File: config.mk
export PLATFORM = sky130hd
export DESIGN_NAME = scoreboard
export DESIGN_NICKNAME = d
export VERILOG_FILES = /design/src/rtl/ariane_pkg.sv /design/src/rtl/scoreboard.sv
export SDC_FILE = /design/constraint.sdc
export NUM_CORES = 2
export LEC_CHECK = 0
export CAP_MARGIN = 20
export CORE_AREA = 2 2 623 625
export DETAILED_ROUTE_END_ITERATION = 8
export DIE_AREA = 0 0 625 627
export PLACE_DENSITY = 0.47
export SKIP_CTS_REPAIR_TIMING = 1
export SLEW_MARGIN = 20
export SYNTH_ARGS = -nofsm -noshare
export SYNTH_HDL_FRONTEND = slang
export SYNTH_SLANG_ARGS = --single-unit
File: constraint.sdc
create_clock -name clk_i -period 21.9 [get_ports clk_i]
set_input_delay 4.38 -clock clk_i [delete_from_list [all_inputs] [get_ports clk_i]]
set_output_delay 4.38 -clock clk_i [all_outputs]
set_load 0.005 [all_outputs]
File: src/rtl/ariane_pkg.sv
// Shared core types: scoreboard sizing, the exception record and the scoreboard entry
// that travels from decode through issue and writeback to commit.
package ariane_pkg;

  localparam int unsigned NR_SB_ENTRIES = 4;
  localparam int unsigned TRANS_ID_BITS = $clog2(NR_SB_ENTRIES);
  localparam int unsigned NR_WB_PORTS   = 3;

  typedef enum logic [2:0] {
    FU_NONE, FU_LOAD, FU_STORE, FU_ALU, FU_CTRL_FLOW, FU_MULT, FU_CSR
  } fu_t;

  typedef struct packed {
    logic [63:0] cause;
    logic [63:0] tval;
    logic        valid;
  } exception_t;

  typedef struct packed {
    logic [63:0]              pc;
    logic [TRANS_ID_BITS-1:0] trans_id;
    fu_t                      fu;
    logic [4:0]               rs1;
    logic [4:0]               rs2;
    logic [4:0]               rd;
    logic [63:0]              result;
    logic                     valid;
    exception_t               ex;
  } scoreboard_entry_t;

endpackage

File: src/rtl/scoreboard.sv
// In-order scoreboard: a circular buffer of in-flight instructions with separate
// dispatch (tail), issue and commit (head) pointers, writeback capture and operand forwarding.
module scoreboard #(
  parameter int unsigned NR_ENTRIES  = ariane_pkg::NR_SB_ENTRIES,
  parameter int unsigned NR_WB_PORTS = ariane_pkg::NR_WB_PORTS
) (
  input  logic                                                  clk_i,
  input  logic                                                  rst_ni,
  input  logic                                                  flush_i,
  input  ariane_pkg::scoreboard_entry_t                         decoded_instr_i,
  input  logic                                                  decoded_instr_valid_i,
  output logic                                                  decoded_instr_ack_o,
  output logic                                                  full_o,
  output ariane_pkg::scoreboard_entry_t                         issue_instr_o,
  output logic                                                  issue_valid_o,
  input  logic                                                  issue_ack_i,
  input  logic [NR_WB_PORTS-1:0][ariane_pkg::TRANS_ID_BITS-1:0] trans_id_i,
  input  logic [NR_WB_PORTS-1:0][63:0]                          wdata_i,
  input  ariane_pkg::exception_t [NR_WB_PORTS-1:0]              ex_i,
  input  logic [NR_WB_PORTS-1:0]                                wb_valid_i,
  output ariane_pkg::scoreboard_entry_t                         commit_instr_o,
  output logic                                                  commit_valid_o,
  input  logic                                                  commit_ack_i,
  output logic [31:0]                                           rd_busy_o,
  input  logic [4:0]                                            rs1_i,
  input  logic [4:0]                                            rs2_i,
  output logic [63:0]                                           rs1_o,
  output logic [63:0]                                           rs2_o,
  output logic                                                  rs1_valid_o,
  output logic                                                  rs2_valid_o
);

  localparam int unsigned PTR_W = ariane_pkg::TRANS_ID_BITS;
  typedef logic [PTR_W-1:0] ptr_t;

  ptr_t                          head_q, issue_q, tail_q;
  logic [PTR_W:0]                count_q;
  logic [NR_ENTRIES-1:0]         occupied_q, valid_q, issued_q;
  ariane_pkg::scoreboard_entry_t mem_q [NR_ENTRIES];

  logic issue_fire, commit_fire, issue_skip;

  assign full_o              = (count_q == (PTR_W+1)'(NR_ENTRIES));
  assign decoded_instr_ack_o = rst_ni && decoded_instr_valid_i && !full_o && !flush_i;
  assign issue_valid_o       = (issue_q != tail_q) ||
                               (full_o && (issue_q == head_q) && !issued_q[head_q]);
  assign commit_valid_o      = (count_q != '0) && valid_q[head_q];
  assign issue_fire          = issue_ack_i && issue_valid_o;
  assign commit_fire         = commit_ack_i && commit_valid_o;
  // Committing an entry that finished before it was issued drags the issue pointer along.
  assign issue_skip          = commit_fire && (issue_q == head_q) && !issued_q[head_q];

  // NOTE: every always_comb output gets a default first so no latch is inferred.
  always_comb begin
    issue_instr_o        = mem_q[issue_q];
    issue_instr_o.valid  = valid_q[issue_q];
    commit_instr_o       = mem_q[head_q];
    commit_instr_o.valid = valid_q[head_q];
    rd_busy_o            = '0;
    for (int unsigned i = 0; i < NR_ENTRIES; i++)
      if (occupied_q[i]) rd_busy_o[mem_q[i].rd] = 1'b1;
    rd_busy_o[0] = 1'b0;
  end

  // Walk head to tail so the youngest matching producer overrides older ones.
  always_comb begin
    ptr_t idx;
    idx         = '0;
    rs1_o       = '0;
    rs2_o       = '0;
    rs1_valid_o = 1'b0;
    rs2_valid_o = 1'b0;
    for (int unsigned i = 0; i < NR_ENTRIES; i++) begin
      idx = head_q + ptr_t'(i);
      if (occupied_q[idx] && mem_q[idx].rd == rs1_i) begin
        rs1_o       = mem_q[idx].result;
        rs1_valid_o = valid_q[idx];
      end
      if (occupied_q[idx] && mem_q[idx].rd == rs2_i) begin
        rs2_o       = mem_q[idx].result;
        rs2_valid_o = valid_q[idx];
      end
    end
    if (rs1_i == 5'd0) rs1_valid_o = 1'b0;
    if (rs2_i == 5'd0) rs2_valid_o = 1'b0;
  end

  // NOTE: sequential state uses non-blocking assignments; later writes in the block win.
  always_ff @(posedge clk_i or negedge rst_ni) begin
    if (!rst_ni) begin
      head_q     <= '0;
      issue_q    <= '0;
      tail_q     <= '0;
      count_q    <= '0;
      occupied_q <= '0;
      valid_q    <= '0;
      issued_q   <= '0;
    end else if (flush_i) begin
      head_q     <= '0;
      issue_q    <= '0;
      tail_q     <= '0;
      count_q    <= '0;
      occupied_q <= '0;
      valid_q    <= '0;
      issued_q   <= '0;
    end else begin
      for (int unsigned k = 0; k < NR_WB_PORTS; k++)
        if (wb_valid_i[k] && occupied_q[trans_id_i[k]]) valid_q[trans_id_i[k]] <= 1'b1;
      if (issue_fire) issued_q[issue_q] <= 1'b1;
      if (issue_fire || issue_skip) issue_q <= issue_q + ptr_t'(1);
      if (commit_fire) begin
        occupied_q[head_q] <= 1'b0;
        valid_q[head_q]    <= 1'b0;
        issued_q[head_q]   <= 1'b0;
        head_q             <= head_q + ptr_t'(1);
      end
      if (decoded_instr_ack_o) begin
        occupied_q[tail_q] <= 1'b1;
        valid_q[tail_q]    <= 1'b0;
        issued_q[tail_q]   <= 1'b0;
        tail_q             <= tail_q + ptr_t'(1);
      end
      case ({decoded_instr_ack_o, commit_fire})
        2'b10:   count_q <= count_q + 1'b1;
        2'b01:   count_q <= count_q - 1'b1;
        default: count_q <= count_q;
      endcase
    end
  end

  // NOTE: the payload array is not reset; the occupancy and valid flags gate every use of it.
  always_ff @(posedge clk_i) begin
    for (int unsigned k = 0; k < NR_WB_PORTS; k++) begin
      if (wb_valid_i[k] && occupied_q[trans_id_i[k]]) begin
        mem_q[trans_id_i[k]].result <= wdata_i[k];
        if (ex_i[k].valid) mem_q[trans_id_i[k]].ex <= ex_i[k];
      end
    end
    if (decoded_instr_ack_o) begin
      mem_q[tail_q]          <= decoded_instr_i;
      mem_q[tail_q].trans_id <= tail_q;
      mem_q[tail_q].valid    <= 1'b0;
    end
  end

endmodule

==> impl_metrics.toml <==
[die]
die_w_um = 625
start_util_pct = 21.17
num_rows = 228
dieArea_mm2 = 0.3919
ios = 1604
core-area_mm2 = 0.3848
die_h_um = 627

[global_route]
first_global_vias = 70950
grt_pass1_wl_um = 625700
antenna_found_initial = 259
grt_max_degree = 140
track_usage_pct = 22.79
overflow = 0

[placement]
gp_congestion = 0.9031
io_buffers = 1601
dp.final_hpwl_um = 327200

[timing]
worstMarginPinSlew_ns = 1.242
finalMaxSlewViolations = 0
finalClockSkew_ns = 0.07030
fin_crit_ns = 12.76
max_freq_mhz = 78.35
fin_tns_setup_ns = 0
rsz0062_at_grt = "no"
finalHoldViolCount = 0
holdWs_ns = 0.5005
max_slew_margin_pct = 17.19
fin_crit_sh_pct = 58.28
setup_violations = 0

[synth]
synth_warnings = 0
ys_seq_elements = 1129
synth-edff-count = 1108
yosys.area.top_type = "edfxtp_1"
synth_cells = 7513
synth_top_area_share_pct = 40.83
yosysMostFrequentCell = "nand2_1"
synthesis.area_mm2 = 0.08149
synth.area.top_cells = "edfxtp_1 (41%), mux4_2 (21%), mux2i_1 (7.9%)"
synth_cell_types = 65
synth_nets = 8408
synthArstFlopShare_pct = 1.860
postSynthAreaPerCell_um2 = 10.85
yosys-top-cells-count = "nand2_1 (1,644), o21ai_0 (1,227), edfxtp_1 (1,108), mux4_2 (770), mux2i_1 (647)"
yosysSeqAreaShare_pct = 41.48
ys.flop_type = "edfxtp_1"

[layout]
drive_above_1_share_pct = 13.53
num-nets-final = 9555
syn_to_final_growth_pct = 32.15

[pwr]
worst_ir_drop_vdd_v = 0.00005935
p_comb_share_pct = 28.3
swShare_pct = 30.64
p_sw_mw = 2.172
clkPwrFrac_pct = 36.5
powerDensity_mw_per_mm2 = 65.83
p_leak_nw = 38.07
p_seq_share_pct = 35.2
p_int_mw = 4.917

[worst_setup_path]
cp_max_fo = 43
worstSetupPathType = "primary input to primary output"
required_ns = 17.52
reg2reg_from = "count_q[2]$_DFFE_PN0P_"
cp-end-kind = "primary output"
r2r_slack_ns = 16.62
start_kind = "primary input"
worst_ep_arrival_time_ns = 8.38
r2r_cells = 7
r2r_end = "mem_q[0][268]$_DFFE_PP_"

[clock_tree]
numCtsBuffers = 155
cts_root_buffer = "clkbuf_16"
tritoncts = "done"
insertion_delay_ns = 0.89
htree_levels = 4
clk_path_buf_depth = 4
clock-sinks = 1129
clk_pin_slew_ns = 0.05

[flow_run]
maxCapViolations = 0

[drt]
route.detailed.drc = 0
routed_wl_um = 466700
first_pass_iters = 7
drt_iter0_drc = 8549
drtAntennaViolNets = 0
avgViaCountPerCell = 5.337
wl_per_cell_um = 33.37
routed-via-count = 74650

[hold_path]
hp-class = "flop to flop"
worstHoldEndpoint = "issued_q[2]$_DFF_PN0_"
min-delay-start = "issued_q[2]$_DFF_PN0_"
min_delay_path_depth = 2

[status]
status = "complete, no violations"
## sequential cells by signal, indices dropped and copies added (netlist names)
signal	count
issued_q	4
head_q	2
tail_q	2
count_q	3
occupied_q	4
mem_q	1108
issue_q	2
valid_q	4
## power groups by stage
stage                     clock [mW]  sequential [mW]  combinational, mW
after floorplan                    0             2.50              0.802
after global placement             0             2.53               2.03
after detailed placement           0             2.54               2.04
after CTS                       2.65             2.50               2.05
after global routing            2.72             2.50               2.10
final                           2.59             2.49               2.01
## cell families after synthesis
logic type | share of synthesized area (%)
other | 0.004602
AO/OA/AOI/OAI | 13.36
XOR/XNOR | 0.4837
flip-flops | 41.48
adder cells (fa/ha/maj) | 0.2088
buffers and inverters | 3.908
AND/OR/NAND/NOR | 11.23
multiplexers | 29.33
## critical path, cell delays in order
cell             delay (ns)
clkdlybuf4s50_1        0.72
xnor2_1                0.16
and3_1                 0.26
and2_2                 0.61
buf_4                  0.74
a221oi_1               0.23
o31ai_1                0.61
clkdlybuf4s50_1        0.62
## per-stage QoR
step                worst slack, ns  utilization [%]  power, mW  std cells  area (µm²)
finish                        9.137            27.98      7.089      13990      107700
global route                  9.072            27.96      7.320      13950      107600
CTS                           9.160            27.84      7.193      13830      107200
detailed placement            9.185            26.55      4.579      13560      102200
global placement              9.192            26.55      4.566      13560      102200
floorplan                     10.19                -      3.303       7513       81490
## area by class of cell
class | instances | area [µm²]
inverter | 25 | 123.9
clock inverter | 90 | 984.7
tap | 5060 | 6331
fill | 39440 | 277100
clock buffer | 177 | 4004
multi-input combinational | 5608 | 44780
sequential | 1129 | 33810
antenna | 157 | 392.9
timing repair buffer | 1741 | 17270
## layout by cell type (no fill, tap or decap), drive strengths merged, types with 20 or more instances in the layout
cell type / count
a211oi: 66
a21o: 65
clkbuf: 177
mux4: 770
nand2: 1644
a221o: 20
mux2i: 647
nor2: 180
o21ai: 1331
a221oi: 120
a21oi: 80
clkdlybuf4s50: 1600
clkinv: 58
o211ai: 136
dfrtp: 21
edfxtp: 1108
inv: 32
and2: 58
xnor2: 39
nand3: 267
buf: 141
diode: 157
## worst max-delay path by stage
| stage | start | endpoint | depth (start not counted) |
|---|---|---|---|
| floorplan | trans_id_i[1] | mem_q[0][0]$_DFFE_PP_ | 3 |
| global placement | rs2_i[0] | rs2_o[2] | 9 |
| detailed placement | rs1_i[0] | rs1_valid_o | 9 |
| finish | rs1_i[0] | rs1_valid_o | 8 |
| global route | rs1_i[0] | rs1_valid_o | 9 |
| CTS | rs1_i[0] | rs1_valid_o | 9 |
## metal layers
metal | track usage (%) | up-vias | part of all wire, %
li1 | - | 31420 | -
met1 | 26.94 | 37860 | 37
met2 | 36.56 | 4260 | 47
met3 | 5.599 | 1027 | 8.5
met4 | 15.50 | 90 | 7.3
met5 | 0 | - | 0.12
Note: power is estimated with default switching activity, not from simulation.
